===== src/rtl/pcie_rx_detect.sv =====
// pcie_rx_detect: receiver-detect sequencer with two-pass confirmation of the lane mask.
// Ports:
//    clk_i                   - single clock
//    rst_i                   - asynchronous active-low reset
//    start_i                 - level enable; high runs detection, low aborts/releases
//    phy_rx_present_i        - per-lane comparator outputs (asynchronous, synchronized here)
//    phy_tx_detect_o         - registered detect pulse to the PHY transmitter
//    phy_layer_lane_detect_o - registered confirmed-detection flag to pcie_controller
//    lanes_detected_o        - confirmed lane mask, zero unless detection is confirmed
//    busy_o                  - high while a detection sequence is in progress
module pcie_rx_detect #(
   parameter int NUM_LANES_SUPPORTED = 1,
   parameter int QUIET_CYCLES        = 64,
   parameter int DETECT_PULSE_CYCLES = 16,
   parameter int SETTLE_CYCLES       = 32
) (
   input  logic                           clk_i,
   input  logic                           rst_i,
   input  logic                           start_i,
   input  logic [NUM_LANES_SUPPORTED-1:0] phy_rx_present_i,
   output logic                           phy_tx_detect_o,
   output logic                           phy_layer_lane_detect_o,
   output logic [NUM_LANES_SUPPORTED-1:0] lanes_detected_o,
   output logic                           busy_o
);
   localparam int MAXC = (QUIET_CYCLES > DETECT_PULSE_CYCLES)
                         ? ((QUIET_CYCLES > SETTLE_CYCLES) ? QUIET_CYCLES : SETTLE_CYCLES)
                         : ((DETECT_PULSE_CYCLES > SETTLE_CYCLES) ? DETECT_PULSE_CYCLES : SETTLE_CYCLES);
   localparam int CW = $clog2(MAXC + 1);
   localparam logic [CW-1:0] Q_LD = CW'(QUIET_CYCLES);
   localparam logic [CW-1:0] P_LD = CW'(DETECT_PULSE_CYCLES);
   localparam logic [CW-1:0] S_LD = CW'(SETTLE_CYCLES);

   typedef enum logic [2:0] {IDLE, QUIET, PULSE, SETTLE, DETECTED} state_e;

   state_e                         state_q, state_d;
   logic [CW-1:0]                  cnt_q, cnt_d;
   logic                           pass_q, pass_d;
   logic [NUM_LANES_SUPPORTED-1:0] first_q, first_d;
   logic [NUM_LANES_SUPPORTED-1:0] lanes_q, lanes_d;
   logic [NUM_LANES_SUPPORTED-1:0] sync1_q, sync2_q;
   logic                           tx_q, det_q, busy_q;
   logic                           last;

   assign last = (cnt_q == CW'(1));

   always_comb begin
      state_d = state_q;
      cnt_d   = cnt_q;
      pass_d  = pass_q;
      first_d = first_q;
      lanes_d = lanes_q;
      if (state_q != IDLE && !start_i) begin
         state_d = IDLE;
         cnt_d   = '0;
         pass_d  = 1'b0;
         lanes_d = '0;
      end else begin
         case (state_q)
            IDLE: if (start_i) begin
               state_d = QUIET;
               cnt_d   = Q_LD;
               pass_d  = 1'b0;
            end
            QUIET: begin
               cnt_d   = last ? P_LD : cnt_q - CW'(1);
               state_d = last ? PULSE : QUIET;
            end
            PULSE: begin
               cnt_d   = last ? S_LD : cnt_q - CW'(1);
               state_d = last ? SETTLE : PULSE;
            end
            SETTLE: if (!last) begin
               cnt_d = cnt_q - CW'(1);
            end else begin
               state_d = QUIET;
               cnt_d   = Q_LD;
               if (sync2_q == '0) begin
                  pass_d = 1'b0;
               end else if (pass_q && sync2_q == first_q) begin
                  state_d = DETECTED;
                  cnt_d   = '0;
                  lanes_d = sync2_q;
               end else begin
                  // a differing second mask restarts confirmation with itself as the first pass
                  first_d = sync2_q;
                  pass_d  = 1'b1;
               end
            end
            default: ;
         endcase
      end
   end

   always_ff @(posedge clk_i or negedge rst_i) begin
      if (!rst_i) begin
         state_q <= IDLE;
         cnt_q   <= '0;
         pass_q  <= 1'b0;
         first_q <= '0;
         lanes_q <= '0;
         sync1_q <= '0;
         sync2_q <= '0;
         tx_q    <= 1'b0;
         det_q   <= 1'b0;
         busy_q  <= 1'b0;
      end else begin
         state_q <= state_d;
         cnt_q   <= cnt_d;
         pass_q  <= pass_d;
         first_q <= first_d;
         lanes_q <= lanes_d;
         sync1_q <= phy_rx_present_i;
         sync2_q <= sync1_q;
         // outputs are decoded from the next state so they line up with the state they describe
         tx_q    <= (state_d == PULSE);
         det_q   <= (state_d == DETECTED);
         busy_q  <= (state_d == QUIET) || (state_d == PULSE) || (state_d == SETTLE);
      end
   end

   assign phy_tx_detect_o         = tx_q;
   assign phy_layer_lane_detect_o = det_q;
   assign lanes_detected_o        = lanes_q;
   assign busy_o                  = busy_q;
endmodule


===== config.mk =====
export PLATFORM = sky130hd
export DESIGN_NAME = pcie_rx_detect
export DESIGN_NICKNAME = d
export VERILOG_FILES = /design/src/rtl/pcie_rx_detect.sv
export SDC_FILE = /design/constraint.sdc
export NUM_CORES = 1
export LEC_CHECK = 0
export CORE_UTILIZATION = 45
export DETAILED_ROUTE_END_ITERATION = 10
export GPL_ROUTABILITY_DRIVEN = 0
export GPL_TIMING_DRIVEN = 0
export HOLD_SLACK_MARGIN = 0.08
export SETUP_SLACK_MARGIN = 0.05
export SKIP_CTS_REPAIR_TIMING = 1
export SYNTH_ARGS = -nofsm -noshare
export SYNTH_HDL_FRONTEND = slang
export SYNTH_SLANG_ARGS = --single-unit

===== constraint.sdc =====
create_clock -name clk_i -period 2.5 [get_ports clk_i]
set_input_delay 0.5 -clock clk_i [delete_from_list [all_inputs] [get_ports clk_i]]
set_output_delay 0.5 -clock clk_i [all_outputs]
set_load 0.02 [all_outputs]

# [Word level (Yosys, flattened, before mapping)]
# Index checks and enable logic that the tools add are counted.
[word_totals] regBits=18 latch_bits=0 ramBits=0 romBits=0 inputBits=4 output_inout_bits=4 elab_cells=69 mem_count=0
[classes] n_addsub=1 mul=0 n_div=0 order_cmp=0 eq_ne=12 shift=0 muxes=27 bitwise_logic=2 n_reduce_logical=17
[ops] cell="two-way mux 7 bit" n=7
[ops] cell="one-hot mux 7 bit (4 select lines)" n=1
[ops] cell="two-way mux 3 bit" n=5
[ops] cell="equality test 3 x 2 -> 1 bit, second input constant" n=4
[ops] cell="one-hot mux 3 bit (4 select lines)" n=1
[ops] cell="two-way mux 1 bit" n=11
[ops] cell="AND reduction 4 bit" n=2
[ops] cell="nonzero test 2 bit" n=4
[ops] cell="equality test 7 x 1 -> 1 bit, second input constant" n=1
[ops] cell="subtractor 7 x 1 -> 7 bit, second input constant" n=1
[ops] cell="equality test 3 x 1 -> 1 bit, second input constant" n=2
[ops] cell="inequality test 3 bit, second input constant" n=2
[ops] cell="nonzero test 3 bit" n=2
[ops] cell="AND reduction 5 bit" n=1
[ops] cell="nonzero test 5 bit" n=1
[ops] cell="inequality test 4 bit, second input constant" n=1
[ops] cell="equality test 3 bit, second input constant" n=1
[ops] cell="logical NOT 3 bit" n=1
[ops] cell="logical AND 1 bit" n=2
[ops] cell="logical OR 1 bit" n=2
[ops] cell="two-way mux 2 bit" n=1
[ops] cell="NOT 1 bit" n=2
[ops] cell="one-hot mux 1 bit (2 select lines)" n=1
[ops] cell="AND reduction 2 bit" n=1
[ops] cell="other kinds (2)" n=2

# [Longest topological paths before layout]
[depth] ltp_word=10 mapped_depth=6 ltp_nobuf=6

# [Least setup slack after synthesis]
# OpenSTA, ideal clock, no wires.
[synth_path] path_kind="reg-to-reg" startpoint="register cnt_q[1]" endpoint="register det_q (netlist: phy_layer_lane_detect_o)" setup_ps=66 arrival_time_ps=1693 required_ps=2434 slack_ps=741 stages_incl_launch_ff=7 path_buffers=0 period_less_slack_ps=1759 cell_sequence="dfrtp_1 inv_1 ha_1 or3b_4 or3_4 o31ai_2 and2_1"
[synth_via] elab_chain_cells=5 elab_cells_between_ends=7 classes_between="2 x eq/ne; 5 x mux"
[synth_lines] item="start: declaration" line="37" rtl="logic [CW-1:0] cnt_q, cnt_d;"
[synth_lines] item="start signal: assignment" line="109" rtl="cnt_q <= cnt_d;"
[synth_lines] item="equality test 7 x 1 -> 1 bit *" line="45" rtl="assign last = (cnt_q == CW'(1));"
[synth_lines] item="two-way mux 3 bit (tied with other cells)" line="73" rtl="SETTLE: if (!last) begin"
[synth_lines] item="one-hot mux 3 bit (4 select lines) *" line="59" rtl="case (state_q)"
[synth_lines] item="two-way mux 3 bit *" line="53" rtl="if (state_q != IDLE && !start_i) begin"
[synth_lines] item="equality test 3 bit *" line="117" rtl="det_q <= (state_d == DETECTED);"
[synth_lines] item="end signal: assignment" line="117"
[synth_lines] item="end: declaration" line="42" rtl="logic tx_q, det_q, busy_q;"
# Mark *: on every way between the ends. The rest lies on a longest branch, timed or not.
# A chain may end at the register's enable or synchronous reset.

# [Final worst setup path]
[layout_path] startpoint="input start_i" endpoint="register cnt_q[4]"
[layout_via] elab_chain_cells=4 elab_cells_between_ends=6 classes_between="1 x eq/ne; 1 x mux; 4 x reduce/logical"
[layout_lines] item="start: declaration" line="19" rtl="input logic start_i,"
[layout_lines] item="logical NOT 1 bit" line="53"
[layout_lines] item="logical AND 1 bit" line="53"
[layout_lines] item="inequality test 3 bit (no source line) / nonzero test 5 bit (equally long branches)"
[layout_lines] item="AND reduction 2 bit (no source line)"
# Parallel ways exist; a longest one is shown, timed or not.

==> impl_metrics.prom <==
# TYPE chip_impl_metric gauge
chip_impl_info{name="outcome",value="complete, no violations"} 1
chip_impl_info{name="synth_flop_cell",value="sky130_fd_sc_hd__dfrtp_1"} 1
chip_impl_metric{name="drt_drc_violations_left",unit=""} 0
chip_impl_metric{name="wirelength",unit="mm"} 2.01
chip_impl_metric{name="cp_data_arrival_time",unit="ps"} 2220
chip_impl_metric{name="clock_skew",unit="ps"} 1.72
chip_impl_metric{name="post-layout-total-power",unit="mW"} 0.887
chip_impl_info{name="hp-class",value="register to register"} 1
chip_impl_metric{name="synth_area",unit="um^2"} 997
chip_impl_metric{name="clkSinkCount",unit=""} 18
chip_impl_metric{name="power.density",unit="nW/um^2"} 780
chip_impl_metric{name="cellLeakagePower",unit="nW"} 0.463
chip_impl_info{name="worst_hold_startpoint",value="sync1_q$_DFF_PN0_"} 1
chip_impl_metric{name="worstHoldPathCells",unit=""} 0
chip_impl_metric{name="period_minus_slack",unit="ps"} 2020
chip_impl_metric{name="drtAntennaViolNets",unit=""} 0
chip_impl_metric{name="worst-r2r-setup-slack",unit="ps"} 580
chip_impl_info{name="setup.worst_path.end_class",value="register"} 1
chip_impl_metric{name="total_of_flip_flops_plus_latches_after_synthesis",unit=""} 18
chip_impl_metric{name="timing.max_slew.rel_slack",unit="%"} 47.2
chip_impl_metric{name="core_area",unit="um^2"} 2020
chip_impl_metric{name="max_clock_buf_depth",unit=""} 2
chip_impl_metric{name="global_route.usage.total",unit="%"} 19.1
chip_impl_metric{name="number_of_global_route_vias_before_repair",unit=""} 781
chip_impl_metric{name="cts_htree_levels",unit=""} 1
chip_impl_metric{name="drt_via_density",unit=""} 5.76
chip_impl_metric{name="finalCritPeriodShare",unit="%"} 80.9
chip_impl_metric{name="area_growth_syn_to_layout",unit="%"} 14.1
chip_impl_metric{name="clkTransAtPathRegs",unit="ps"} 110
chip_impl_metric{name="clk-insertion-delay-late",unit="ps"} 300
chip_impl_info{name="root_buffer",value="sky130_fd_sc_hd__clkbuf_4"} 1
chip_impl_metric{name="worstRegToRegCells",unit=""} 6
chip_impl_metric{name="routedWlPerCell",unit="um"} 14.1
chip_impl_metric{name="cp_max_fo",unit=""} 10
chip_impl_metric{name="largest_voltage_drop_on_the_vdd_net",unit="mV"} 0.446
chip_impl_info{name="cts_tree",value="yes"} 1
chip_impl_metric{name="fin_hold_ws",unit="ps"} 361
chip_impl_metric{name="die_height",unit="um"} 49.1
chip_impl_metric{name="tritoncts.num_buffers",unit=""} 3
chip_impl_metric{name="core.rowCount",unit=""} 16
chip_impl_metric{name="antenna_found_initial",unit=""} 0
chip_impl_metric{name="drtIter0Drc",unit=""} 31
chip_impl_metric{name="post_synth_edffs",unit=""} 0
chip_impl_metric{name="floorplan.die.width",unit="um"} 49.1
chip_impl_metric{name="yosys_warnings",unit=""} 0
chip_impl_metric{name="final_net_count",unit=""} 122
chip_impl_info{name="setup.worst_path.class",value="input pin to register"} 1
chip_impl_metric{name="dp_hpwl",unit="mm"} 1.42
chip_impl_metric{name="initial_core_utilization",unit="%"} 49.3
chip_impl_metric{name="antenna_diode_instance_count",unit=""} 0
chip_impl_info{name="reg_to_reg_start",value="cnt_q[1]$_DFFE_PN0P_"} 1
chip_impl_metric{name="finalSetupViolCount",unit=""} 0
chip_impl_metric{name="top_level_ports",unit=""} 8
chip_impl_metric{name="critical_path_required",unit="ps"} 2700
chip_impl_metric{name="gr-total-overflow",unit=""} 0
chip_impl_metric{name="synth_seq_area_share",unit="%"} 45.2
chip_impl_metric{name="synthesized_netlist_cell_count",unit=""} 104
chip_impl_metric{name="finalHoldViolations",unit=""} 0
chip_impl_metric{name="maxClockFrequency",unit="MHz"} 495
chip_impl_info{name="timing.hold.worst_endpoint",value="sync2_q$_DFF_PN0_"} 1
chip_impl_metric{name="io_buffers",unit=""} 7
chip_impl_metric{name="global_route_wire_length_before_repair",unit="mm"} 3.52
chip_impl_metric{name="num_vias",unit=""} 818
chip_impl_metric{name="drive_above_1_share",unit="%"} 13.9
chip_impl_info{name="rr_endpoint",value="cnt_q[6]$_DFFE_PN0P_"} 1
chip_impl_metric{name="worst_pin_slew",unit="ps"} 790
chip_impl_metric{name="detailedRoute.firstPassIterationCount",unit=""} 4
chip_impl_metric{name="synthDistinctLibCells",unit=""} 44
chip_impl_metric{name="synth_nets",unit=""} 110
chip_impl_metric{name="post_synth.cell_area_avg",unit="um^2"} 9.59
chip_impl_metric{name="pin_count_of_the_biggest_net_entering_global_routing",unit=""} 19
chip_impl_metric{name="synthArstFlopShare",unit="%"} 100
chip_impl_metric{name="die_area",unit="um^2"} 2410
chip_impl_metric{name="total_negative_setup_slack",unit="ps"} 0
chip_impl_metric{name="maxSlewViolCount",unit=""} 0
chip_impl_metric{name="max_cap_viol_count",unit=""} 0
chip_impl_info{name="start_kind",value="input pin"} 1
chip_impl_info{name="unrepaired_setup_endpoints_after_global_routing",value="false"} 1
[critical path: stages]
cell                              delay, ps
sky130_fd_sc_hd__clkdlybuf4s50_1        480
sky130_fd_sc_hd__clkbuf_1               370
sky130_fd_sc_hd__nor3_1                 130
sky130_fd_sc_hd__mux2_2                 330
sky130_fd_sc_hd__a31o_2                 220
sky130_fd_sc_hd__a32o_1                 190
[per-layer routing]
metal	part of all wire, %	vias up	routed length (um)	GRT usage (%)
li1	-	404	-	-
met1	52	397	1040	27.2
met2	45	12	895	27.9
met3	2.1	5	42	3.74
met4	1.7	0	35	8.82
met5	0	-	0	0
[cells in the final DEF, fill, tap and decap left out, drive strengths merged, types with 2 or more instances in the layout]
cell type	count
nor3b	3
clkdlybuf4s50	7
nor3	4
nor2b	2
dfrtp	18
o311ai	2
o21ai	5
or3	2
ha	2
mux2	2
nand3	4
clkbuf	8
o31ai	2
a21oi	8
nand2	8
a31o	2
nand3b	2
inv	4
and2	2
nor2	8
[per-stage QoR]
| stage | worst slack [ps] | instances | cell area [um^2] | utilization [%] |
|---|---|---|---|---|
| floorplan | 741 | 104 | 997 | - |
| global placement | 165 | 138 | 1100 | 54.5 |
| detailed placement | 156 | 138 | 1100 | 54.5 |
| CTS | 481 | 142 | 1140 | 56.3 |
| global route | 347 | 142 | 1140 | 56.3 |
| finish | 478 | 142 | 1140 | 56.3 |
[cells by family (layout without fill, tap and decap cells)]
| kind of cell | count (synthesis) | in the layout | synth area share (%) |
|---|---|---|---|
| mux | 3 | 3 | 3.26 |
| buf+inv | 9 | 20 | 3.51 |
| simple gates | 44 | 44 | 26.0 |
| compound gates | 27 | 27 | 18.7 |
| fa+ha+maj | 2 | 2 | 2.51 |
| xor+xnor | 1 | 1 | 0.878 |
| flops | 18 | 18 | 45.2 |
[layout make-up]
class / instances / area (um^2)
Buffer: 5 / 20.0
Sequential cell: 18 / 450
Fill cell: 180 / 885
Timing Repair Buffer: 7 / 70.1
Clock buffer: 4 / 36.3
Multi-Input combinational cell: 77 / 512
Tap cell: 27 / 33.8
Inverter: 4 / 15.0
[where the power goes]
group          switching, mW  total [mW]  internal [mW]
Sequential            0.0571       0.397          0.339
Clock                 0.0940       0.183         0.0888
Combinational          0.169       0.308          0.139
[worst max path at each step]
stage                          from                           endpoint  slack [ps]  cells after the start
5_1_grt        cnt_q[1]$_DFFE_PN0P_               cnt_q[6]$_DFFE_PN0P_         350                      6
6_report                    start_i               cnt_q[4]$_DFFE_PN0P_         480                      6
3_3_place_gp                start_i               cnt_q[4]$_DFFE_PN0P_         170                      6
4_1_cts                     start_i               cnt_q[4]$_DFFE_PN0P_         480                      6
2_1_floorplan  cnt_q[1]$_DFFE_PN0P_  phy_layer_lane_detect_o$_DFF_PN0_         740                      6
3_5_place_dp                start_i               cnt_q[4]$_DFFE_PN0P_         160                      6
[flip-flops by register name, indices dropped and copies added (netlist names)]
name                     flops
sync2_q                      1
phy_tx_detect_o              1
first_q                      1
cnt_q                        7
busy_o                       1
phy_layer_lane_detect_o      1
sync1_q                      1
lanes_detected_o             1
pass_q                       1
state_q                      3
[cells in the mapped netlist, types with 2 or more instances]
cell type	count	share of area [%]
sky130_fd_sc_hd__a21oi_1	8	4.0
sky130_fd_sc_hd__a31o_2	2	1.8
sky130_fd_sc_hd__and2_1	2	1.3
sky130_fd_sc_hd__clkbuf_1	4	1.5
sky130_fd_sc_hd__dfrtp_1	18	45
sky130_fd_sc_hd__ha_1	2	2.5
sky130_fd_sc_hd__inv_1	4	1.5
sky130_fd_sc_hd__mux2_2	2	2.3
sky130_fd_sc_hd__nand2_1	8	3.0
sky130_fd_sc_hd__nand3_1	4	2.0
sky130_fd_sc_hd__nand3b_1	2	1.5
sky130_fd_sc_hd__nor2_1	7	2.6
sky130_fd_sc_hd__nor2b_1	2	1.3
sky130_fd_sc_hd__nor3_1	3	1.5
sky130_fd_sc_hd__nor3b_1	3	2.3
sky130_fd_sc_hd__o21ai_0	4	2.0
sky130_fd_sc_hd__o311ai_0	2	1.8
No activity file was read; power rests on OpenSTA's default activity.
